$ cat config.mk
export PLATFORM = sky130hd
export DESIGN_NAME = writeback_stage
export DESIGN_NICKNAME = d
export VERILOG_FILES = /design/src/rtl/writeback_stage.sv
export SDC_FILE = /design/constraint.sdc
export NUM_CORES = 1
export LEC_CHECK = 0
export CORE_MARGIN = 2
export CORE_UTILIZATION = 45
export CTS_BUF_LIST = sky130_fd_sc_hd__clkbuf_16
export CTS_CLUSTER_DIAMETER = 50
export DETAILED_ROUTE_END_ITERATION = 10
export PLACE_DENSITY_LB_ADDON = 0.12
export SLEW_MARGIN = 20
export SYNTH_ARGS = -nofsm -noshare
export SYNTH_HDL_FRONTEND = slang
export SYNTH_SLANG_ARGS = --single-unit
$ cat constraint.sdc
create_clock -name clk -period 3.4 [get_ports clk]
set_input_delay 0.68 -clock clk [delete_from_list [all_inputs] [get_ports clk]]
set_output_delay 0.68 -clock clk [all_outputs]
set_load 0.02 [all_outputs]
$ cat src/rtl/writeback_stage.sv
// writeback_stage: sole register-file write port; in_* handshake from memory stage, mem_* load response, write_* to register file, load_* hazard/error info, retired_count
module writeback_stage #(
  parameter int XLEN = 32,
  parameter int REG_ADDR_W = 5
) (
  input  logic                  clk,
  input  logic                  reset,
  input  logic                  in_valid,
  output logic                  in_ready,
  input  logic                  in_reg_write,
  input  logic                  in_is_load,
  input  logic [2:0]            in_funct3,
  input  logic [REG_ADDR_W-1:0] in_rd,
  input  logic [XLEN-1:0]       in_result,
  input  logic                  mem_rvalid,
  input  logic [XLEN-1:0]       mem_rdata,
  output logic                  write_enable,
  output logic [REG_ADDR_W-1:0] write_address,
  output logic [XLEN-1:0]       write_value,
  output logic                  load_pending,
  output logic [REG_ADDR_W-1:0] load_rd,
  output logic                  load_error,
  output logic [31:0]           retired_count
);
  typedef enum logic {IDLE, WAIT_MEM} state_t;
  state_t state_q, state_d;
  logic we_q, we_d, lerr_q, lerr_d, lpend_q, lpend_d, rw_q, rw_d;
  logic [REG_ADDR_W-1:0] waddr_q, waddr_d, lrd_q, lrd_d;
  logic [XLEN-1:0] wval_q, wval_d, ext;
  logic [2:0] f3_q, f3_d;
  logic [1:0] off_q, off_d;
  logic [31:0] cnt_q, cnt_d;
  logic [7:0] b;
  logic [15:0] h;
  logic accept, err;
  assign in_ready = state_q == IDLE;
  assign accept = in_valid && in_ready;
  assign b = mem_rdata[{off_q, 3'b000} +: 8];
  assign h = mem_rdata[{off_q[1], 4'b0000} +: 16];
  always_comb begin
    ext = f3_q == 3'd0 ? {{(XLEN-8){b[7]}}, b} :
          f3_q == 3'd1 ? {{(XLEN-16){h[15]}}, h} :
          f3_q == 3'd4 ? {{(XLEN-8){1'b0}}, b} :
          f3_q == 3'd5 ? {{(XLEN-16){1'b0}}, h} : mem_rdata;
    err = f3_q == 3'd3 || f3_q == 3'd6 || f3_q == 3'd7 ||
          ((f3_q == 3'd1 || f3_q == 3'd5) && off_q[0]) ||
          (f3_q == 3'd2 && off_q != 2'd0);
  end
  always_comb begin
    state_d = state_q;
    we_d = 1'b0;
    lerr_d = 1'b0;
    waddr_d = waddr_q;
    wval_d = wval_q;
    lpend_d = lpend_q;
    lrd_d = lrd_q;
    rw_d = rw_q;
    f3_d = f3_q;
    off_d = off_q;
    cnt_d = cnt_q;
    if (accept && !in_is_load) begin
      we_d = in_reg_write && in_rd != '0;
      waddr_d = we_d ? in_rd : waddr_q;
      wval_d = we_d ? in_result : wval_q;
      cnt_d = cnt_q + 32'd1;
    end else if (accept) begin
      state_d = WAIT_MEM;
      lpend_d = 1'b1;
      lrd_d = in_rd;
      rw_d = in_reg_write;
      f3_d = in_funct3;
      off_d = in_result[1:0];
    end else if (state_q == WAIT_MEM && mem_rvalid) begin
      state_d = IDLE;
      lpend_d = 1'b0;
      cnt_d = cnt_q + 32'd1;
      lerr_d = err;
      we_d = !err && rw_q && lrd_q != '0;
      waddr_d = we_d ? lrd_q : waddr_q;
      wval_d = we_d ? ext : wval_q;
    end
  end
  always_ff @(posedge clk or posedge reset) begin
    if (reset) begin
      state_q <= IDLE;
      we_q <= 1'b0;
      lerr_q <= 1'b0;
      lpend_q <= 1'b0;
      waddr_q <= '0;
      wval_q <= '0;
      lrd_q <= '0;
      rw_q <= 1'b0;
      f3_q <= 3'd0;
      off_q <= 2'd0;
      cnt_q <= 32'd0;
    end else begin
      state_q <= state_d;
      we_q <= we_d;
      lerr_q <= lerr_d;
      lpend_q <= lpend_d;
      waddr_q <= waddr_d;
      wval_q <= wval_d;
      lrd_q <= lrd_d;
      rw_q <= rw_d;
      f3_q <= f3_d;
      off_q <= off_d;
      cnt_q <= cnt_d;
    end
  end
  assign write_enable = we_q;
  assign write_address = waddr_q;
  assign write_value = wval_q;
  assign load_pending = lpend_q;
  assign load_rd = lrd_q;
  assign load_error = lerr_q;
  assign retired_count = cnt_q;
endmodule
==> flow_summary.ini <==
[run_status]
status = finished clean

[timing]
worst_slew_pin_slew_ps = 875.7
clock-skew-final_ps = 5.628
totalNegativeSetupSlack_ps = 0
relSlewSlack_pct = 41.62
highest_achievable_clock_rate_ghz = 0.3759
rsz0062_at_grt = false
slew_violations = 0
finalSetupViolations = 0
postLayoutSetupSlackWorst_ps = 739.7
min_clock_period_post_route_ps = 2660
timing.final.hold_violations = 0
post-route-period-util_pct = 78.24
final.hold.worst_slack_ps = 468.7

[drt]
finalWirelength_um = 12170
routed_wire_length_per_instance_um = 17.00
vias = 3981
vias_per_cell = 5.560
drt-pass1-iter-count = 5
antenna_violating_nets_post_route = 0
remaining_drc_errors = 0
drt_iter0_drc = 228

[worst_setup_path]
crit_path_start_kind = flip-flop
endpoint_kind = flip-flop
worst-path-max-fanout = 27
reg2reg_setup_slack_ps = 740
critical_path_arrival_ps = 2860
worst-endpoint-required_ps = 3600
critPathKind = reg -> reg

[clock_network]
tritoncts_clock_tree = yes
htree_num_levels = 3
clock_sinks = 83
cts_resized = 0
cts_made_buffers = 9
clk_root_buffer_cell = sky130_fd_sc_hd__clkbuf_16
cts_hold_buf = 0
maximum_root_to_sink_buffer_count = 2
clkTransAtPathRegs_ps = 70
worstSkewPairLatency_ps = 330
setup_buffers_after_cts = 0

[worst_hold_path]
hold_path_class = reg -> reg

[yosys]
post_synthesis_cell_type_count = 50
synth.avg_cell_area_sq_um = 9.348
synth_seq_cells = 83
synth-edff-count = 0
synth_nets = 533
ys.flop_type = sky130_fd_sc_hd__dfrtp_1
syn_inst = 454
netlist_area_sq_um = 4244
yosys_warnings = 0
ys_async_sr_fraction_pct = 100.0
synth.yosys.seq_area_share_pct = 48.94

[layout]
relative_area_change_from_synthesis_to_final_layout_pct = 45.55
instances_no_fill = 716
drive_gt1_share_pct = 7.934
design.final.nets = 679
number_of_inserted_diodes = 0

[global_routing]
grt.busiest_layer = met2
grt_first_pass_wirelength_um = 19390
grt_util_met2_pct = 39.79
grt.met3_usage_pct = 4.508
grt_overflow = 0
via_count_of_the_first_global_routing_pass = 3845
grt_antenna_before_repair = 0
global_route_met1_utilization_pct = 33.51
grt_max_degree = 50
overall_global_routing_usage_pct = 24.30

[placed_design]
detailedPlacementHpwl_um = 9064
gp_congestion = 0.8882
place.detailed.instances = 700
dp_slack_ps = 480.9
port_buffers = 155

[floorplanning]
die_x_um = 101.1
ioPinCount = 156
design.die.area_sq_um = 10220
core-area_sq_um = 9196
die-height_um = 101.1
initial_utilization_pct = 46.15
rows = 35

[power]
static-leakage-power_nw = 2.565
power_per_cell_area_nw_per_um2 = 657.2
worst_ir_drop_vdd_uv = 441.6

[run]
drv_cap = 0
cell usage after synthesis (3+ instances only):
master,number,area share (%)
sky130_fd_sc_hd__nand3_1,9,1.1
sky130_fd_sc_hd__nor2b_1,4,0.59
sky130_fd_sc_hd__a21boi_0,14,2.5
sky130_fd_sc_hd__o21ai_0,51,6.0
sky130_fd_sc_hd__xor2_1,13,2.7
sky130_fd_sc_hd__clkbuf_1,20,1.8
sky130_fd_sc_hd__dfrtp_1,83,49
sky130_fd_sc_hd__nand2_1,64,5.7
sky130_fd_sc_hd__nor2_1,30,2.7
sky130_fd_sc_hd__and4_1,4,0.83
sky130_fd_sc_hd__o211ai_1,3,0.53
sky130_fd_sc_hd__inv_1,8,0.71
sky130_fd_sc_hd__nor3_1,6,0.71
sky130_fd_sc_hd__o22ai_1,5,0.74
sky130_fd_sc_hd__a211oi_1,5,0.88
sky130_fd_sc_hd__nand4_1,5,0.74
sky130_fd_sc_hd__mux2i_1,3,0.71
sky130_fd_sc_hd__xnor2_1,18,3.7
sky130_fd_sc_hd__o2bb2ai_1,4,0.83
sky130_fd_sc_hd__nand2b_1,8,1.2
sky130_fd_sc_hd__and3_1,10,1.5
sky130_fd_sc_hd__buf_1,3,0.27
sky130_fd_sc_hd__buf_2,4,0.47
sky130_fd_sc_hd__a31oi_1,6,0.88
sky130_fd_sc_hd__a21oi_1,30,3.5
sky130_fd_sc_hd__mux2_2,15,4.0
cell usage in the layout, fill, tap and decap left out, types with 2 or more instances in the layout:
cell type and instances:
sky130_fd_sc_hd__o21ai_0 51, sky130_fd_sc_hd__a21boi_0 14, sky130_fd_sc_hd__o2111ai_1 2, sky130_fd_sc_hd__a21oi_1 30, sky130_fd_sc_hd__xnor2_1 18, sky130_fd_sc_hd__a221o_1 2
sky130_fd_sc_hd__nand2_1 64, sky130_fd_sc_hd__and4_1 4, sky130_fd_sc_hd__mux2_2 15, sky130_fd_sc_hd__a22oi_1 2, sky130_fd_sc_hd__a22o_1 2, sky130_fd_sc_hd__a211oi_1 5
sky130_fd_sc_hd__nor2b_1 4, sky130_fd_sc_hd__nor3_1 6, sky130_fd_sc_hd__o211ai_1 3, sky130_fd_sc_hd__a31oi_1 6, sky130_fd_sc_hd__clkinvlp_4 2, sky130_fd_sc_hd__clkbuf_16 9
sky130_fd_sc_hd__nand4_1 5, sky130_fd_sc_hd__clkinv_2 2, sky130_fd_sc_hd__dfrtp_1 83, sky130_fd_sc_hd__nand2b_1 8, sky130_fd_sc_hd__inv_6 3, sky130_fd_sc_hd__o22ai_1 5
sky130_fd_sc_hd__nand3_1 9, sky130_fd_sc_hd__clkdlybuf4s50_1 155, sky130_fd_sc_hd__or4_1 2, sky130_fd_sc_hd__nor2_1 30, sky130_fd_sc_hd__mux2i_1 3, sky130_fd_sc_hd__xor2_1 13
sky130_fd_sc_hd__and3_1 10, sky130_fd_sc_hd__buf_4 6, sky130_fd_sc_hd__inv_1 7, sky130_fd_sc_hd__o2bb2ai_1 4
registers in the layout, indices dropped and copies added, names as in the netlist:
name           cells
load_error         1
write_value       32
write_enable       1
retired_count     32
off_q              2
f3_q               3
load_pending       1
rw_q               1
write_address      5
load_rd            5
critical path, cell delays in order (launching register included):
cell                       delay (ps)
sky130_fd_sc_hd__dfrtp_1          830
sky130_fd_sc_hd__mux2i_1          360
sky130_fd_sc_hd__mux2i_1          140
sky130_fd_sc_hd__a21oi_1          700
sky130_fd_sc_hd__a21boi_0         350
sky130_fd_sc_hd__o21ai_0          140
per-stage QoR:
stage	area, sq um	util (%)	total power, W
2_1_floorplan	4244	-	0.002335
3_3_place_gp	5894	64.10	0.003107
3_5_place_dp	5894	64.10	0.003143
4_1_cts	6177	67.17	0.004083
5_1_grt	6177	67.17	0.004284
6_report	6177	67.17	0.004059
area by class of cell:
type,count,area [sq um]
clock buffer,9,225.2
clock inverter,7,57.56
timing repair buffer,162,1617
sequential,83,2077
tap,111,138.9
inverter,9,35.03
fill,756,3019
multi-input combinational,335,2027
cells by family after synthesis:
| family | synth area share, % |
|---|---|
| AOI/OAI and AO/OA | 19.07 |
| xor gates and xnor gates | 6.397 |
| adders and majority gates | 0.2948 |
| buffers and inverters | 3.302 |
| DFF | 48.94 |
| muxes | 4.687 |
| and+or+nand+nor | 17.31 |
power by group:
group | leakage [nW] | internal [W] | switching [W] | total, W
Combinational | 1.39 | 0.000795 | 0.000823 | 0.00162
Clock | 0.135 | 0.000507 | 0.000424 | 0.000930
Sequential | 1.04 | 0.00126 | 0.000249 | 0.00151
layer usage:
layer / routed length [um] / share of wire (%)
met5: 0 / 0
met4: 159 / 1.3
met3: 707 / 5.8
met2: 5916 / 49
met1: 5386 / 44
final timing paths:
kind                       cells past startpoint              start                end
setup reg to reg                               5           off_q[1]    write_value[16]
max in group asynchronous                      3              reset   write_address[2]
min in group asynchronous                      2              reset    write_value[18]
hold / removal                                 1  retired_count[31]  retired_count[31]
hold reg to reg                                1  retired_count[31]  retired_count[31]
setup / recovery                               5           off_q[1]    write_value[16]
(Power assumes the default switching activity.)
